--- src/rtl/ecc_scrubber.sv ---
// ecc_scrubber: background scrub engine for an ECC-protected RAM.
// It walks every address, reads it through the RAM's correcting port, and
// writes corrected data back unless the host touched the same word meanwhile.
// Corrected and uncorrectable events are counted with saturating counters.
module ecc_scrubber #(
  parameter int ADDR_WIDTH     = 9,
  parameter int DATA_BITS      = 16,
  parameter int RAM_RD_LATENCY = 4,
  parameter int SCRUB_INTERVAL = 1024
) (
  input  logic                  clk,
  input  logic                  rst_n,
  input  logic                  enable,
  output logic [ADDR_WIDTH-1:0] ram_address,
  output logic [DATA_BITS-1:0]  ram_data,
  output logic                  ram_wren,
  input  logic [DATA_BITS-1:0]  ram_q,
  input  logic [2:0]            ram_err,
  input  logic [ADDR_WIDTH-1:0] host_address,
  input  logic                  host_wren,
  output logic [15:0]           corr_count,
  output logic [15:0]           uncorr_count,
  output logic [ADDR_WIDTH-1:0] last_uncorr_addr,
  output logic                  pass_done,
  output logic                  busy
);

  localparam int IW = (SCRUB_INTERVAL > 1) ? $clog2(SCRUB_INTERVAL) : 1;
  localparam int LW = (RAM_RD_LATENCY > 1) ? $clog2(RAM_RD_LATENCY) : 1;

  typedef enum logic [2:0] {
    IDLE, WAIT, READ, LAT, CHECK, WRITE, NEXT
  } state_t;

  state_t                  state_reg, state_next;
  logic [ADDR_WIDTH-1:0]   ptr_reg;
  logic [IW-1:0]           wait_cnt_reg;
  logic [LW-1:0]           lat_cnt_reg;
  logic [DATA_BITS-1:0]    q_reg;
  logic [2:0]              err_reg;
  logic                    coll_reg;
  logic [15:0]             corr_reg;
  logic [15:0]             uncorr_reg;
  logic [ADDR_WIDTH-1:0]   last_uncorr_reg;
  logic [DATA_BITS-1:0]    data_reg;
  logic                    host_hit;
  logic                    coll_now;

  // Host write aimed at the word currently being scrubbed.
  assign host_hit = host_wren && (host_address == ptr_reg);
  // In CHECK the live host write counts as a collision too.
  assign coll_now = coll_reg || host_hit;

  // State register.
  always_ff @(posedge clk or negedge rst_n) begin
    if (!rst_n) state_reg <= IDLE;
    else        state_reg <= state_next;
  end

  // Next-state decision; enable is only honoured at IDLE/WAIT/NEXT so a word in flight always completes.
  always_comb begin
    state_next = state_reg;
    unique case (state_reg)
      IDLE:  if (enable) state_next = WAIT;
      WAIT: begin
        if (!enable)                 state_next = IDLE;
        else if (wait_cnt_reg == '0) state_next = READ;
      end
      READ:  state_next = LAT;
      LAT:   if (lat_cnt_reg == '0) state_next = CHECK;
      CHECK: begin
        state_next = NEXT;
        if ((|err_reg) && !err_reg[2] && err_reg[1] && !coll_now)
          state_next = WRITE;
      end
      WRITE: state_next = NEXT;
      NEXT:  state_next = enable ? WAIT : IDLE;
      default: state_next = IDLE;
    endcase
  end

  // Idle-interval counter: reloaded whenever a new wait period starts.
  always_ff @(posedge clk or negedge rst_n) begin
    if (!rst_n) wait_cnt_reg <= '0;
    else if ((state_reg == IDLE && enable) || state_reg == NEXT)
      wait_cnt_reg <= IW'(SCRUB_INTERVAL - 1);
    else if (state_reg == WAIT && wait_cnt_reg != '0)
      wait_cnt_reg <= wait_cnt_reg - IW'(1);
  end

  // Read-latency counter; the last LAT cycle is the one where q/err are valid.
  always_ff @(posedge clk or negedge rst_n) begin
    if (!rst_n)                    lat_cnt_reg <= '0;
    else if (state_reg == READ)    lat_cnt_reg <= LW'(RAM_RD_LATENCY - 1);
    else if (state_reg == LAT && lat_cnt_reg != '0)
      lat_cnt_reg <= lat_cnt_reg - LW'(1);
  end

  // Capture corrected data and error flags when the read returns.
  always_ff @(posedge clk or negedge rst_n) begin
    if (!rst_n) begin
      q_reg   <= '0;
      err_reg <= '0;
    end else if (state_reg == LAT && lat_cnt_reg == '0) begin
      q_reg   <= ram_q;
      err_reg <= ram_err;
    end
  end

  // Collision flag: armed fresh for each word, set by host writes during the read window.
  always_ff @(posedge clk or negedge rst_n) begin
    if (!rst_n)                  coll_reg <= 1'b0;
    else if (state_next == READ && state_reg != READ) coll_reg <= 1'b0;
    else if ((state_reg == READ || state_reg == LAT) && host_hit)
      coll_reg <= 1'b1;
  end

  // Error bookkeeping; uncorrectable wins over corrected, counters stick at all-ones.
  always_ff @(posedge clk or negedge rst_n) begin
    if (!rst_n) begin
      corr_reg        <= '0;
      uncorr_reg      <= '0;
      last_uncorr_reg <= '0;
    end else if (state_reg == CHECK && (|err_reg)) begin
      if (err_reg[2]) begin
        if (uncorr_reg != 16'hFFFF) uncorr_reg <= uncorr_reg + 16'd1;
        last_uncorr_reg <= ptr_reg;
      end else if (err_reg[1]) begin
        if (corr_reg != 16'hFFFF) corr_reg <= corr_reg + 16'd1;
      end
    end
  end

  // Write-back data is latched on the way into WRITE and held afterwards.
  always_ff @(posedge clk or negedge rst_n) begin
    if (!rst_n) data_reg <= '0;
    else if (state_reg == CHECK && state_next == WRITE) data_reg <= q_reg;
  end

  // Scrub pointer advances once per word and survives IDLE.
  always_ff @(posedge clk or negedge rst_n) begin
    if (!rst_n)                 ptr_reg <= '0;
    else if (state_reg == NEXT) ptr_reg <= ptr_reg + ADDR_WIDTH'(1);
  end

  assign ram_address      = ptr_reg;
  assign ram_data         = data_reg;
  assign ram_wren         = (state_reg == WRITE);
  assign corr_count       = corr_reg;
  assign uncorr_count     = uncorr_reg;
  assign last_uncorr_addr = last_uncorr_reg;
  assign pass_done        = (state_reg == NEXT) && (&ptr_reg);
  assign busy             = (state_reg != IDLE) && (state_reg != WAIT);

endmodule
--- config.mk ---
export PLATFORM = sky130hd
export DESIGN_NAME = ecc_scrubber
export DESIGN_NICKNAME = d
export VERILOG_FILES = /design/src/rtl/ecc_scrubber.sv
export SDC_FILE = /design/constraint.sdc
export NUM_CORES = 1
export LEC_CHECK = 0
export CAP_MARGIN = 30
export CELL_PAD_IN_SITES_DETAIL_PLACEMENT = 0
export CELL_PAD_IN_SITES_GLOBAL_PLACEMENT = 2
export CORE_AREA = 2 2 118 120
export CTS_BUF_LIST = sky130_fd_sc_hd__clkbuf_8
export DETAILED_ROUTE_END_ITERATION = 6
export DIE_AREA = 0 0 120 122
export PLACE_DENSITY_LB_ADDON = 0.1
export SYNTH_ARGS = -nofsm -noshare
export SYNTH_HDL_FRONTEND = slang
export SYNTH_SLANG_ARGS = --single-unit
--- constraint.sdc ---
create_clock -name clk -period 5.6 [get_ports clk]
set_clock_uncertainty 0.05 [all_clocks]
set_input_delay 1.68 -clock clk [delete_from_list [all_inputs] [get_ports clk]]
set_output_delay 1.68 -clock clk [all_outputs]
set_load 0.1 [all_outputs]
== Word-level counts from Yosys, hierarchy flattened ==
Cells that the tools add are included.
Word-level totals
  bits in registers: 101
  bits of input ports: 32
Cells by class
  $add $sub $neg: 5
  equal/unequal tests: 13
  mux-type cells: 13
  bitwise logic cells: 1
  reduce and logical (&&, ||, !) cells: 33
Operators by type and width (count)
  adder 16 x 1 -> 16 bit (second input constant): 2
  inequality test 16 bit (second input constant): 2
  case mux 3 bit (7 select lines): 1
  two-way mux 10 bit: 2
  logical AND 1 bit: 14
  == test 3 bit (second input constant): 4
  two-way mux 3 bit: 4
  logical NOT 10 bit: 1
  nonzero test 10 bit: 1
  subtractor 10 x 1 -> 10 bit (second input constant): 1
  adder 9 x 1 -> 9 bit (second input constant): 1
  == test 3 x 2 -> 1 bit (second input constant): 3
  == test 9 bit: 1
  AND reduction 9 bit: 1
  nonzero test 2 bit: 4
  two-way mux 2 bit: 3
  AND reduction 4 bit: 1
  == test 3 x 1 -> 1 bit (second input constant): 1
  logical NOT 3 bit: 1
  logical OR 1 bit: 3
  two-way mux 1 bit: 3
  inequality test 3 x 1 -> 1 bit (second input constant): 1
  inequality test 3 x 2 -> 1 bit (second input constant): 1
  AND reduction 3 bit: 1
  7 further kinds: 8

== Longest topological paths before layout ==
  depth in word-level cells: 10
  depth in mapped cells: 7
  depth with buffers taken out: 7

== Worst setup path before layout ==
No wires, ideal clock.
  path type: register -> output
  start: register state_reg[2]
  end: output port ram_wren
  data arrival time: 2.653 ns
  required time: 3.870 ns
  path slack: 1.217 ns
  cell stages (with the launch flop): 4
  cell sequence: dfrtp_1 -> buf_2 -> inv_1 -> nor3_1
Between the ends
  cells in the longest elaborated chain, start to end: 1
Ends and longest elaborated chain
  start, declared: line 35  | state_t state_reg, state_next;
  start signal, assigned: line 57  | else state_reg <= state_next;
  == test 3 bit: line 148  | assign ram_wren = (state_reg == WRITE);
  end, declared: line 16  | output logic ram_wren,
Every way passes these cells.

== Worst setup path in the final report ==
  start: register ptr_reg[2] (netlist: ram_address[2])
  end: output port pass_done
Between the ends
  cells in the longest elaborated chain, start to end: 2
Ends and longest elaborated chain
  start, declared: line 36  | logic [ADDR_WIDTH-1:0] ptr_reg;
  start signal, assigned: line 143  | else if (state_reg == NEXT) ptr_reg <= ptr_reg + ADDR_WIDTH'(1);
  AND reduction 9 bit: line 152  | assign pass_done = (state_reg == NEXT) && (&ptr_reg);
  logical AND 1 bit: line 152
  end, declared: line 24  | output logic pass_done,
Every way passes these cells.

==> metrics.csv <==
stage;metric;value;unit
clock_network;CTS tree;built;
floorplanning;Initial Util;0.337;
floorplanning;die area;14600;sq um
critical_path;Crit Path Max Fanout;7;
critical_path;CP required;3.87;ns
floorplanning;IO Count;101;
placed_design;dpl hpwl;7.11;mm
synthesis;main flop type after synthesis;dfrtp_1;
min_path;Hold Crit Class;reg -> reg;
clock_network;setup bufs post-CTS;0;
synthesis;top-count cell post-synth;dfrtp_1;
sta;Final Max Tran Viols;0;
sta;Slew HR;0.321;
sta;RSZ-0062 raised after global routing;false;
floorplanning;Die Height;122;microns
synthesis;top cells by area, synth;dfrtp_1 (55%), mux2_2 (12%), xnor2_1 (6.4%), nand2_1 (3.1%), nand3_1 (2.3%);
final_layout;Fill cells;1299;
critical_path;Setup Crit Path Kind;reg -> out;
synthesis;Cells after Synth;385;
global_routing;grt total ovfl;0;
clock_network;cts hold-fix bufs;0;
pwr;Power Density;214;nW/um^2
synthesis;#FFs+latches synth;100;
synthesis;Post-synth EDFFs;0;
sta;Final period util;0.844;
global_routing;first-pass GRT wire length;16.9;mm
final_layout;Final Cell Area;5940;sq um
floorplanning;die span in x;120;microns
synthesis;top cell type's share of synthesized area;0.550;
global_routing;initial antenna violation count;0;
global_routing;largest net degree at the start of global routing;57;
global_routing;vias in the first global route;3301;
drt;DRT Wirelength;10.1;mm
sta;Fin. Hold Viols;0;
drt;Initial DRC Count;77;
drt;Final ANT Viol Nets;0;
critical_path;CP Launch Type;register;
synthesis;sequential fraction of the synthesis area;0.550;
global_routing;GRT Util Overall;0.147;
placed_design;GP Congestion;0.723;
clock_network;total clock sinks;100;
floorplanning;Core Region;13500;sq um
synthesis;Async SR Flop Fraction;1.00;
synthesis;Avg Inst Size Synth;11.8;sq um
clock_network;Clock Root Buffer;clkbuf_8;
pwr;Lkg Pwr;2.50;nW
sta;Worst Tran Pin Value;1.02;ns
job;max-cap viol count;0;
synthesis;Synthesis Warnings;0;
clock_network;Worst-path clk slew;0.10;ns
run_status;status;complete, no violations;
placed_design;dpl cell area;5770;sq um
placed_design;number of I/O port buffers;99;
pwr;VDD IR max;0.0927;mV
drt;Wirelength per Cell;14.9;microns
drt;drt first pass iters;4;
sta;maximum operating frequency;212;MHz
synthesis;synth unique cells;45;
drt;DR DRC count;0;
clock_network;Clk Latency, worst-skew pair;0.37;ns
synthesis;syn nets;423;
critical_path;flop2flop setup slack;3.20;ns
clock_network;Num CTS Buffers;9;
synthesis;top cells by count, synth;dfrtp_1 (100), mux2_2 (49), nand2_1 (37), xnor2_1 (33), nor2_1 (22);
critical_path;crit path capture type;output port;
clock_network;clk buf depth;2;
sta;final setup fails;0;
clock_network;CTS H-tree lvls;3;
synthesis;cell taking the most area after synthesis;dfrtp_1;
final_layout;share of layout cells above drive strength 1;0.156;
synthesis;mapped cell area;4550;sq um
sta;setup_tns;0;ns
drt;via count;3264;
final_layout;# diodes;0;
final_layout;Synth-to-Final Area Change;30.6;%
critical_path;CP arrival;3.00;ns
clock_network;CTS resizes;0;
drt;drt via density;4.84;
final_layout;# nets final;528;
sta;post-route minimum period;4.73;ns
floorplanning;row cnt;43;
-- logic make-up (layout without fill, tap and decap cells) --
kind of cell | count (synthesis) | in the layout | synth area share
AOI/OAI and AO/OA | 29 | 29 | 0.0454
buffers and inverters | 20 | 130 | 0.0203
adders and majority gates | 6 | 6 | 0.0165
muxes | 50 | 50 | 0.124
xor gates and xnor gates | 43 | 43 | 0.0828
DFF | 100 | 100 | 0.550
and+or+nand+nor | 137 | 137 | 0.161
-- routing by layer --
layer | routed length, microns | global-route usage
met5 | 0 | 0
met4 | 179 | 0.0618
met3 | 537 | 0.0398
met2 | 4560 | 0.216
met1 | 4790 | 0.205
-- final cells by class --
| type | count | area (sq um) | area share |
|---|---|---|---|
| flip-flops and latches | 100 | 2500 | 0.421 |
| repair buffers | 103 | 1050 | 0.176 |
| well taps | 180 | 225 | 0.0379 |
| inverters | 11 | 41.3 | 0.00695 |
| clock inverters | 7 | 50.0 | 0.00842 |
| clock buffers | 9 | 124 | 0.0208 |
| multi-input cells | 265 | 1960 | 0.329 |
-- critical path, stage by stage, from the launching register on --
cell and delay (ns):
dfrtp_1 0.53, nand3_1 0.16, or3_1 0.37, nor2_1 0.16
ha_1 0.15, and2_1 0.11, clkdlybuf4s50_1 1.14
-- placed cells by master (no fill, tap or decap), types with 8 or more instances in the layout --
cell type          n
dfrtp_1          100
clkdlybuf4s50_1   98
mux2_2            49
nand2_1           37
xnor2_1           33
nor2_1            22
nand3_1           21
inv_1             12
nor3_1            11
nand4_1           10
xor2_1            10
clkbuf_8           9
o21ai_0            8
-- metrics by stage --
| step | instances | power (W) | setup slack, ns | hold slack (ns) | util |
|---|---|---|---|---|---|
| floorplan | 385 | 0.000801 | 1.22 | 0.401 | - |
| global placement | 657 | 0.000847 | 1.32 | 0.416 | 0.424 |
| detailed placement | 659 | 0.000851 | 1.28 | 0.430 | 0.427 |
| CTS | 675 | 0.00130 | 0.819 | 0.450 | 0.440 |
| global route | 675 | 0.00134 | 0.666 | 0.470 | 0.440 |
| finish | 675 | 0.00127 | 0.872 | 0.449 | 0.440 |
-- power breakdown --
group	internal, W	switching, W	leakage (nW)
registers	0.000736	0.0000159	1.31
logic	0.0000415	0.0000411	1.10
clock network	0.000165	0.000272	0.0931
-- final timing paths --
path | startpoint | end | cells past startpoint
worst min-delay path | corr_count[10]$_DFFE_PN0P_ | corr_count[10]$_DFFE_PN0P_ | 1
min in group asynchronous | rst_n | last_uncorr_addr[8]$_DFFE_PN0P_ | 1
worst max-delay path | ram_address[2]$_DFFE_PN0N_ | pass_done | 6
worst max register to register | state_reg[1]$_DFF_PN0_ | uncorr_count[15]$_DFFE_PN0P_ | 5
max in group asynchronous | rst_n | corr_count[11]$_DFFE_PN0P_ | 2
worst min register to register | corr_count[10]$_DFFE_PN0P_ | corr_count[10]$_DFFE_PN0P_ | 1
No activity file was read; power rests on OpenSTA's default activity.
